$ cat src/rtl/fpdiv_if.sv
// Operand/result handshake bundle shared between the fpdiv unit and its requester.
// The requester drives valid/a/b; the divider returns busy/result/fex/done.
interface fpdiv_if #(
  parameter int DWIDTH = 32
);
  logic              valid;
  logic [DWIDTH-1:0] a;
  logic [DWIDTH-1:0] b;
  logic              busy;
  logic [DWIDTH-1:0] result;
  logic [3:0]        fex;
  logic              done;

  modport master (output valid, a, b, input busy, result, fex, done);
  modport slave  (input valid, a, b, output busy, result, fex, done);
endinterface

$ cat src/rtl/fpdiv.sv
// Iterative IEEE-754 divider: one radix-2 restoring quotient bit per cycle, RNE rounding.
// fex = {divide-by-zero, overflow, underflow, inexact}.
module fpdiv #(
  parameter int DWIDTH = 32,
  parameter int EWIDTH = 8,
  parameter int MWIDTH = 23
) (
  input logic    clk,
  input logic    rst_n,
  fpdiv_if.slave bus
);
  localparam int SW = MWIDTH + 1;
  localparam int QW = MWIDTH + 3;
  localparam int RW = MWIDTH + 2;
  localparam int XW = EWIDTH + 2;
  localparam int LW = $clog2(SW + 1);
  localparam int CW = $clog2(QW + 1);
  localparam logic signed [XW-1:0] BIAS      = XW'((2 ** (EWIDTH - 1)) - 1);
  localparam logic signed [XW-1:0] MAX_EXP   = XW'((2 ** EWIDTH) - 1);
  localparam logic signed [XW-1:0] MIN_SUB   = XW'(-MWIDTH);
  localparam logic [CW-1:0]        LAST_ITER = CW'(QW - 1);
  localparam logic [DWIDTH-1:0]    QNAN      = {1'b0, {EWIDTH{1'b1}}, 1'b1, {(MWIDTH-1){1'b0}}};

  typedef enum logic [1:0] {IDLE, UNPACK, DIVIDE, ROUND} state_t;

  state_t               state_q, state_d;
  logic [DWIDTH-1:0]    a_q, a_d, b_q, b_d, result_q, result_d;
  logic [3:0]           fex_q, fex_d;
  logic                 done_q, done_d, sign_q, sign_d;
  logic signed [XW-1:0] exp_q, exp_d;
  logic [RW-1:0]        rem_q, rem_d;
  logic [SW-1:0]        mb_q, mb_d;
  logic [QW-1:0]        quo_q, quo_d;
  logic [CW-1:0]        cnt_q, cnt_d;

  function automatic logic [LW-1:0] lzc(input logic [SW-1:0] sig);
    logic [LW-1:0] n;
    n = LW'(SW);
    for (int i = 0; i < SW; i++) begin
      if (sig[i]) n = LW'(SW - 1 - i);
    end
    return n;
  endfunction

  logic                 sa, sb;
  logic [EWIDTH-1:0]    ea, eb;
  logic [MWIDTH-1:0]    fa, fb;
  logic                 a_nan, b_nan, a_inf, b_inf, a_zero, b_zero, is_special;
  logic [SW-1:0]        sig_a, sig_b, ma_n, mb_n;
  logic [LW-1:0]        lz_a, lz_b;
  logic signed [XW-1:0] xa, xb, e_un;

  assign {sa, ea, fa} = a_q;
  assign {sb, eb, fb} = b_q;
  assign a_nan  = (&ea) & (|fa);
  assign b_nan  = (&eb) & (|fb);
  assign a_inf  = (&ea) & ~(|fa);
  assign b_inf  = (&eb) & ~(|fb);
  assign a_zero = ~(|ea) & ~(|fa);
  assign b_zero = ~(|eb) & ~(|fb);
  assign is_special = a_nan | b_nan | a_inf | b_inf | a_zero | b_zero;

  // Subnormals are normalised up front so the divider always sees 1.xxx significands.
  assign sig_a = {|ea, fa};
  assign sig_b = {|eb, fb};
  assign lz_a  = lzc(sig_a);
  assign lz_b  = lzc(sig_b);
  assign ma_n  = sig_a << lz_a;
  assign mb_n  = sig_b << lz_b;
  assign xa    = (|ea) ? XW'(ea) : XW'(1) - XW'(lz_a);
  assign xb    = (|eb) ? XW'(eb) : XW'(1) - XW'(lz_b);
  assign e_un  = xa - xb + BIAS;

  logic                 tiny, sticky, g_bit, r_bit, inexact, round_up;
  logic [XW-1:0]        shamt;
  logic [QW-1:0]        quo_s;
  logic [SW-1:0]        mant;
  logic [SW:0]          sum;
  logic signed [XW-1:0] exp_r;

  // Tiny results are denormalised before rounding; shifted-out bits fold into sticky.
  always_comb begin
    tiny   = exp_q[XW-1] | (exp_q == '0);
    shamt  = XW'(1) - exp_q;
    quo_s  = quo_q;
    sticky = |rem_q;
    if (tiny) begin
      quo_s  = quo_q >> shamt;
      sticky = sticky | (|(quo_q & ~({QW{1'b1}} << shamt)));
    end
    mant     = quo_s[QW-1:2];
    g_bit    = quo_s[1];
    r_bit    = quo_s[0];
    inexact  = g_bit | r_bit | sticky;
    round_up = g_bit & (r_bit | sticky | mant[0]);
    sum      = {1'b0, mant} + {{SW{1'b0}}, round_up};
    exp_r    = sum[SW] ? exp_q + XW'(1) : exp_q;
  end

  always_comb begin
    state_d  = state_q;
    a_d      = a_q;
    b_d      = b_q;
    result_d = result_q;
    fex_d    = fex_q;
    done_d   = 1'b0;
    sign_d   = sign_q;
    exp_d    = exp_q;
    rem_d    = rem_q;
    mb_d     = mb_q;
    quo_d    = quo_q;
    cnt_d    = cnt_q;
    case (state_q)
      IDLE: begin
        if (bus.valid) begin
          a_d     = bus.a;
          b_d     = bus.b;
          state_d = UNPACK;
        end
      end
      UNPACK: begin
        if (is_special) begin
          state_d = IDLE;
          done_d  = 1'b1;
          fex_d   = 4'b0000;
          if (a_nan | b_nan | (a_zero & b_zero) | (a_inf & b_inf)) begin
            result_d = QNAN;
          end else if (a_inf) begin
            result_d = {sa ^ sb, {EWIDTH{1'b1}}, {MWIDTH{1'b0}}};
          end else if (b_inf) begin
            result_d = {sa ^ sb, {(DWIDTH-1){1'b0}}};
          end else if (b_zero) begin
            result_d = {sa ^ sb, {EWIDTH{1'b1}}, {MWIDTH{1'b0}}};
            fex_d    = 4'b1000;
          end else begin
            result_d = {sa ^ sb, {(DWIDTH-1){1'b0}}};
          end
        end else begin
          state_d = DIVIDE;
          sign_d  = sa ^ sb;
          mb_d    = mb_n;
          quo_d   = '0;
          cnt_d   = '0;
          // Pre-scaling keeps the quotient in [1,2), so its MSB is always the integer bit.
          if (ma_n < mb_n) begin
            rem_d = {ma_n, 1'b0};
            exp_d = e_un - XW'(1);
          end else begin
            rem_d = {1'b0, ma_n};
            exp_d = e_un;
          end
        end
      end
      DIVIDE: begin
        if (rem_q >= {1'b0, mb_q}) begin
          rem_d = (rem_q - {1'b0, mb_q}) << 1;
          quo_d = {quo_q[QW-2:0], 1'b1};
        end else begin
          rem_d = rem_q << 1;
          quo_d = {quo_q[QW-2:0], 1'b0};
        end
        cnt_d = cnt_q + 1'b1;
        if (cnt_q == LAST_ITER) state_d = ROUND;
      end
      ROUND: begin
        state_d = IDLE;
        done_d  = 1'b1;
        if (exp_q >= MAX_EXP) begin
          result_d = {sign_q, {EWIDTH{1'b1}}, {MWIDTH{1'b0}}};
          fex_d    = 4'b0101;
        end else if (tiny && (exp_q < MIN_SUB)) begin
          result_d = {sign_q, {(DWIDTH-1){1'b0}}};
          fex_d    = 4'b0011;
        end else if (tiny) begin
          result_d = {sign_q, {(EWIDTH-1){1'b0}}, sum[MWIDTH], sum[MWIDTH-1:0]};
          fex_d    = {2'b00, inexact, inexact};
        end else if (exp_r >= MAX_EXP) begin
          result_d = {sign_q, {EWIDTH{1'b1}}, {MWIDTH{1'b0}}};
          fex_d    = 4'b0101;
        end else begin
          result_d = {sign_q, exp_r[EWIDTH-1:0], sum[SW] ? sum[MWIDTH:1] : sum[MWIDTH-1:0]};
          fex_d    = {3'b000, inexact};
        end
      end
      default: state_d = IDLE;
    endcase
  end

  always_ff @(posedge clk or negedge rst_n) begin
    if (!rst_n) begin
      state_q  <= IDLE;
      a_q      <= '0;
      b_q      <= '0;
      result_q <= '0;
      fex_q    <= '0;
      done_q   <= 1'b0;
      sign_q   <= 1'b0;
      exp_q    <= '0;
      rem_q    <= '0;
      mb_q     <= '0;
      quo_q    <= '0;
      cnt_q    <= '0;
    end else begin
      state_q  <= state_d;
      a_q      <= a_d;
      b_q      <= b_d;
      result_q <= result_d;
      fex_q    <= fex_d;
      done_q   <= done_d;
      sign_q   <= sign_d;
      exp_q    <= exp_d;
      rem_q    <= rem_d;
      mb_q     <= mb_d;
      quo_q    <= quo_d;
      cnt_q    <= cnt_d;
    end
  end

  assign bus.busy   = (state_q != IDLE);
  assign bus.result = result_q;
  assign bus.fex    = fex_q;
  assign bus.done   = done_q;
endmodule
$ cat src/flat_wrapper.sv
// flat-port wrapper written by rule: the top's interface ports become plain ports
module fpdiv_flat 
#(
  parameter int DWIDTH = 32,
  parameter int EWIDTH = 8,
  parameter int MWIDTH = 23
)
  (clk, rst_n, bus_valid, bus_a, bus_b, bus_busy, bus_result, bus_fex, bus_done);
  fpdiv_if #(.DWIDTH(DWIDTH)) bus_i ();
  input logic clk;
  input logic rst_n;
  input wire logic [$bits(bus_i.valid)-1:0] bus_valid;
  input wire logic [$bits(bus_i.a)-1:0] bus_a;
  input wire logic [$bits(bus_i.b)-1:0] bus_b;
  output wire logic [$bits(bus_i.busy)-1:0] bus_busy;
  output wire logic [$bits(bus_i.result)-1:0] bus_result;
  output wire logic [$bits(bus_i.fex)-1:0] bus_fex;
  output wire logic [$bits(bus_i.done)-1:0] bus_done;
  assign bus_i.valid = bus_valid;
  assign bus_i.a = bus_a;
  assign bus_i.b = bus_b;
  assign bus_busy = bus_i.busy;
  assign bus_result = bus_i.result;
  assign bus_fex = bus_i.fex;
  assign bus_done = bus_i.done;
  fpdiv #(.DWIDTH(DWIDTH), .EWIDTH(EWIDTH), .MWIDTH(MWIDTH)) u_core (.clk(clk), .rst_n(rst_n), .bus(bus_i));
endmodule
$ cat config.mk
export PLATFORM = sky130hd
export DESIGN_NAME = fpdiv_flat
export DESIGN_NICKNAME = d
export VERILOG_FILES = /design/src/rtl/fpdiv_if.sv /design/src/rtl/fpdiv.sv /design/src/flat_wrapper.sv
export SDC_FILE = /design/constraint.sdc
export NUM_CORES = 1
export LEC_CHECK = 0
export ABC_AREA = 1
export BUFFER_PORTS_ARGS = -buffer_cell sky130_fd_sc_hd__buf_2
export CAP_MARGIN = 40
export CORE_ASPECT_RATIO = 1.4
export CORE_MARGIN = 2
export CORE_UTILIZATION = 35
export DETAILED_ROUTE_END_ITERATION = 8
export HOLD_SLACK_MARGIN = 0.08
export PLACE_DENSITY = 0.5
export SLEW_MARGIN = 15
export SYNTH_ARGS = -nofsm -noshare
export SYNTH_HDL_FRONTEND = slang
export SYNTH_SLANG_ARGS = --single-unit
$ cat constraint.sdc
create_clock -name clk -period 6 [get_ports clk]
set_clock_uncertainty 0.2 [all_clocks]
set_input_delay 0.3 -clock clk [delete_from_list [all_inputs] [get_ports clk]]
set_output_delay 0.3 -clock clk [all_outputs]
set_load 0.05 [all_outputs]
---- Word-level counts from Yosys, hierarchy flattened ----
Index checks and enable logic that the tools add are counted.
storage, ports and cells
  memory bits (writable) .................. 0
  flip-flop bits (word level) ............. 194
  ROM bits ................................ 0
  output and inout bits ................... 38
  bits in latches ......................... 0
  memories ................................ 0
  logic and storage cells ................. 178
cells by class
  bitwise logic cells ..................... 30
  shift operators ......................... 4
  add/sub/neg operators ................... 10
  eq/ne operators ......................... 8
  divide/modulo/power cells ............... 0
  multiplexer cells ....................... 90
  multiply operators ...................... 0
  $lt $le $gt $ge ......................... 5
  reductions and logical operators ........ 19
operators by type and width
  kind                                                                number
  2-to-1 mux 31 bit                                                   7
  2-to-1 mux 5 bit                                                    40
  2-to-1 mux 25 bit                                                   3
  2-to-1 mux 4 bit                                                    17
  2-to-1 mux 32 bit                                                   2
  one-hot mux 32 bit (2 select lines)                                 1
  2-to-1 mux 26 bit                                                   2
  one-hot mux 26 bit (2 select lines)                                 1
  one-hot mux 25 bit (2 select lines)                                 1
  left shift 24 x 5 -> 24 bit                                         2
  OR reduction 23 bit                                                 2
  2-to-1 mux 10 bit                                                   4
  bitwise AND 26 bit                                                  1
  NOT 26 bit                                                          1
  OR reduction 26 bit                                                 1
  left shift 26 x 10 -> 26 bit, first input constant                  1
  right shift 26 x 10 -> 26 bit                                       1
  adder 24 x 1 -> 25 bit                                              1
  greater-or-equal comparator 25 x 24 -> 1 bit                        1
  OR reduction 25 bit                                                 1
  < comparator 24 bit                                                 1
  subtractor 24 bit                                                   1
  2-to-1 mux 23 bit                                                   1
  greater-or-equal comparator 10 x 9 -> 1 bit, second input constant  2
  31 further kinds                                                    71

---- Longest topological paths before layout ----
  depth in word-level cells ............... 30
  gate-level depth with buffers ........... 47
  gate-level depth less buffers ........... 45

---- Worst setup path after synthesis ----
Ideal clock, no wire load.
  path kind ............................... flip-flop to flip-flop
  start ................................... register u_core.b_q[1]
  end ..................................... register u_core.exp_q[3]
  stages on the path, launching flop included .. 45
  required time ........................... 5683 ps
  library setup time ...................... 117 ps
  period minus slack after synthesis ...... 5265 ps
  buffers on the path ..................... 2
  arrival ................................. 4948 ps
  slack ................................... 735 ps
  path through ............................ dfrtp_1 -> inv_1 -> nand2_1 -> nand2_1 -> nand2_1 -> nand2_1 -> nand2_1 -> nand2_1 -> nand2_1 -> nand2_1 -> nand2_1 -> nand2_1 -> nand2_1 -> nand2_1 -> nand2_1 -> nand2_1 -> nand2_1 -> nand2_1 -> [... 9 more ...] -> o21ai_0 -> nand2_1 -> o21ai_0 -> or2_2 -> o211ai_1 -> inv_1 -> ha_1 -> a21oi_1 -> o21ai_0 -> nand3_1 -> a21oi_1 -> a2111oi_0 -> nand2_1 -> clkbuf_1 -> nand2_1 -> o21ai_0 -> nand2_1 -> nand2_1
on the way
  cells in the longest elaborated chain, start to end .. 29
  elaborated cells between the ends (all ways) .. 43
  those cells by class .................... add/sub: 4; order compare: 1; shift: 1; mux: 25; bitwise: 10; reduce/logical: 2
ends and longest elaborated chain
  what                             RTL line      source
  from (decl)                      fpdiv.sv:27   logic [DWIDTH-1:0] a_q, a_d, b_q, b_d, result_q, result_d;
  from (signal assigned)           fpdiv.sv:193  b_q <= '0;
  from (signal assigned)           fpdiv.sv:206  b_q <= b_d;
  2-to-1 mux 4 bit (7 in series)   fpdiv.sv:40   if (sig[i]) n = LW'(SW - 1 - i);
  2-to-1 mux 5 bit (16 in series)  fpdiv.sv:40
  subtractor 1 x 5 -> 6 bit        fpdiv.sv:71   assign xb = (|eb) ? XW'(eb) : XW'(1) - XW'(lz_b);
  2-to-1 mux 10 bit                fpdiv.sv:71
  subtractor 10 bit                fpdiv.sv:72   assign e_un = xa - xb + BIAS;
  adder 10 x 8 -> 10 bit           fpdiv.sv:72
  subtractor 10 x 2 -> 10 bit      fpdiv.sv:147  exp_d = e_un - XW'(1);
  2-to-1 mux 10 bit                fpdiv.sv:145  if (ma_n < mb_n) begin
  to (signal assigned)             fpdiv.sv:211  exp_q <= exp_d;
  to (decl)                        fpdiv.sv:30   logic signed [XW-1:0] exp_q, exp_d;
Several ways; a longest one is shown, not always the timed one.
A chain may end at the register's enable or synchronous reset.

---- Final worst setup path ----
  start ................................... register u_core.a_q[3]
  end ..................................... register u_core.exp_q[1]
on the way
  cells in the longest elaborated chain, start to end .. 27
  elaborated cells between the ends (all ways) .. 41
  those cells by class .................... add/sub: 4; order compare: 1; shift: 1; mux: 23; bitwise: 10; reduce/logical: 2
ends and longest elaborated chain
  what                             RTL line      source
  from (decl)                      fpdiv.sv:27
  from (signal assigned)           fpdiv.sv:192  a_q <= '0;
  from (signal assigned)           fpdiv.sv:205  a_q <= a_d;
  2-to-1 mux 5 bit (21 in series)  fpdiv.sv:40
  subtractor 1 x 5 -> 6 bit        fpdiv.sv:70   assign xa = (|ea) ? XW'(ea) : XW'(1) - XW'(lz_a);
  2-to-1 mux 10 bit                fpdiv.sv:70
  subtractor 10 bit                fpdiv.sv:72
  adder 10 x 8 -> 10 bit           fpdiv.sv:72
  subtractor 10 x 2 -> 10 bit      fpdiv.sv:147
  2-to-1 mux 10 bit                fpdiv.sv:145
Several ways; a longest one is shown, not always the timed one.

==> reports/results.ini <==
[final_layout]
antenna_cells = 0
syn2layout_area_growth_pct = 15.77
utilization_pct = 40.97
drive_gt1_share_pct = 9.431
nNetsFinal = 2888

[run]
maxCapViolations = 0

[sta]
grt_setup_unrepaired = false
slew_headroom_pct = 44.92
setup_viol = 0
min_period_ns = 5.488
finalHoldViolCount = 0
slew_viol_final = 0
finalCritPeriodShare_pct = 91.46
fmaxAchievable_ghz = 0.1822
worst_pin_slew_ns = 0.8232
tns_ns = 0

[drt]
drtPass1Iterations = 6
drc_errors = 0
ant_nets = 0
wirelength_um = 62320
wl_per_cell_um = 18.43
drtIter0Drc = 1244
drt-vias-per-instance = 5.286
vias = 17870

[clock_tree]
cts_tree = done
cts_setup_buffers = 0
numCtsBuffers = 17
cts_root_buffer = clkbuf_16
clock_latency_ns = 0.48
clock_path_buffers = 2
htreeDepth = 4
cts_sinks = 194
path_clk_slew_ns = 0.08

[worst_hold_path]
hold_path.startpoint = bus_valid
hp-class = primary input to flop
min_to = u_core.a_q[29]
hold_path_depth = 4

[synthesis]
syn-num-nets = 2752
ys_top_cells_by_count = nand2_1, inv_1, nand3_1, nor2_1, dfrtp_1
ys_warn_count = 0
synth_edf_count = 0
synth_ff_type = dfrtp_1
yosysMostFrequentCell = nand2_1
synth_cells = 2608
ys_ff_latch = 194
synth-async-reset-ratio_pct = 100.0
ys_seq_area_share_pct = 29.23
postSynthAreaPerCell_um2 = 6.369
yosys.area.top_type = dfrtp_1
synth_largest_type_area_fraction_pct = 29.23
synthTopCellsByArea = dfrtp_1, nand2_1, nand3_1
syn_area_um2 = 16610
synthDistinctLibCells = 61

[global_routing]
grt_max_degree = 123
grt_pass1_wl_um = 97900
antenna_found_initial = 0
grt_pass1_vias = 17890
overflow = 0
grt_usage_pct = 25.49

[power]
p_clk_share_pct = 11.1
power.leakage_nw = 9.548
intPower_w = 0.005039
p_sw_w = 0.006391
power_frac_comb_pct = 68.5
p_sw_share_pct = 55.91
ir_worst_vdd_mv = 0.3404
p_seq_share_pct = 20.4
powerDensity_nw_per_um2 = 594.4

[die]
coreArea_um2 = 46930
io_pins = 105
die_h_um = 261.8
dieArea_um2 = 49240
start_util_pct = 35.39
fp-row-count = 94
die_x_um = 188.1

[critical_path]
start_kind = flop
cp_max_fo = 35
reg2reg_to = u_core.exp_q[1]
critPathKind = flop to flop
r2r_start = u_core.a_q[3]
rr_worst_depth = 26
cp.arrival_ns = 5.63
endpoint_kind = flop
required_ns = 6.14
r2r_slack_ns = 0.51

[run_status]
status = finished, final reports clean

[place]
numPortBuffers = 104
place_hpwl_um = 48560
gp_congestion = 0.9341

-- flip-flops by register name, summed over array words and instances (netlist names), named ones only --
signal	cells
u_core.a_q	32
u_core.b_q	32
u_core.bus.done	1
u_core.bus.fex	4
u_core.bus.result	32
u_core.cnt_q	5
u_core.exp_q	10
u_core.mb_q	24
u_core.quo_q	26
u_core.rem_q	25
u_core.sign_q	1
u_core.state_q	1
-- power groups by stage --
stage                     clock network [W]  registers (W)  logic (W)
after floorplan                           0        0.00244    0.00527
after global placement                    0        0.00235    0.00769
after detailed placement                  0        0.00236    0.00771
after CTS                           0.00130        0.00233    0.00779
after global routing                0.00135        0.00241    0.00874
final                               0.00127        0.00233    0.00783
-- critical path, cell delays in order, from the launching register on --
cell	delay, ns
dfrtp_1	0.39
inv_1	0.13
a311oi_1	0.13
o311ai_0	0.37
nand3_1	0.12
nand2_1	0.09
nand2_1	0.09
nand2_1	0.08
nand2_1	0.05
nand2_1	0.07
nand2_1	0.12
inv_1	0.57
o211ai_1	0.26
nand3_1	0.18
nand3_1	0.16
nand2_1	0.10
nand2_1	0.18
ha_1	0.38
nand2_1	0.05
or4_1	0.49
nor4_1	0.26
nand2_1	0.11
nand2_1	0.08
buf_4	0.37
nand2_1	0.10
nand3_1	0.11
o21ai_0	0.08
-- routing by layer --
layer | vias up | global-route usage (%) | share of wire (%)
met2 | 456 | 48.25 | 52
met3 | 122 | 2.658 | 3.4
li1 | 8873 | - | -
met1 | 8420 | 28.32 | 40
met5 | - | 0 | 0
met4 | 0 | 12.71 | 4.7
-- kinds of logic after synthesis --
family          share of synthesized area [%]
mux                                    0.4670
simple gates                            35.16
xor+xnor                                3.322
buf+inv                                 9.612
compound gates                          16.32
fa+ha+maj                               5.891
flops                                   29.23
-- per-stage QoR --
step	area, um^2	total power, W	setup WS [ns]	hold WS [ns]	instances
6_report	19230	0.01143	0.5122	0.1756	3381
5_1_grt	19230	0.01250	0.004358	0.2261	3381
4_1_cts	19200	0.01142	0.4282	0.2309	3380
3_5_place_dp	17920	0.01007	0.4415	0.1875	3283
3_3_place_gp	17920	0.01004	0.4366	0.1836	3283
2_1_floorplan	16610	0.007705	0.7351	-0.1956	2608
-- worst max path at each step --
stage	from	end	slack [ns]	depth (start not counted)
floorplan	u_core.b_q[1]	u_core.exp_q[3]	0.74	44
global placement	u_core.b_q[0]	u_core.exp_q[2]	0.44	40
detailed placement	u_core.b_q[0]	u_core.exp_q[2]	0.44	40
CTS	u_core.b_q[2]	u_core.exp_q[2]	0.43	40
global route	u_core.a_q[1]	u_core.rem_q[7]	0.004	42
finish	u_core.a_q[3]	u_core.exp_q[1]	0.51	26
-- layout by cell type, fill, tap and decap left out, types with 9 or more instances in the layout --
master,netlist,routed
nand2_1,754,752
inv_1,275,274
nand3_1,267,267
nor2_1,237,236
dfrtp_1,194,194
a21oi_1,165,165
o21ai_0,161,161
buf_2,7,103
ha_1,75,75
dlygate4sd3_1,0,65
buf_4,3,59
xor2_1,43,43
o22ai_1,37,36
o21ai_1,34,34
nand4_1,33,33
a211oi_1,20,20
nor3_1,19,19
nor4_1,19,19
xnor2_1,20,19
clkbuf_16,0,17
inv_2,16,16
o211ai_1,14,14
o21bai_1,9,9
o31ai_1,9,9
-- final cells by class --
cell class / count / area, um^2
repair buffers: 230 / 1663
inverters: 295 / 1107
flip-flops and latches: 194 / 4855
clock inverters: 15 / 201.4
well taps: 624 / 780.7
multi-input cells: 2006 / 10200
fillers: 5072 / 27700
clock buffers: 17 / 425.4
-- timing repair --
item	CTS	global route
endpoints found under the setup margin	0	34
hold endpoints to repair	136	0
gates resized for setup	0	2
hold buffers	65	0
No activity file was read; power rests on OpenSTA's default activity.
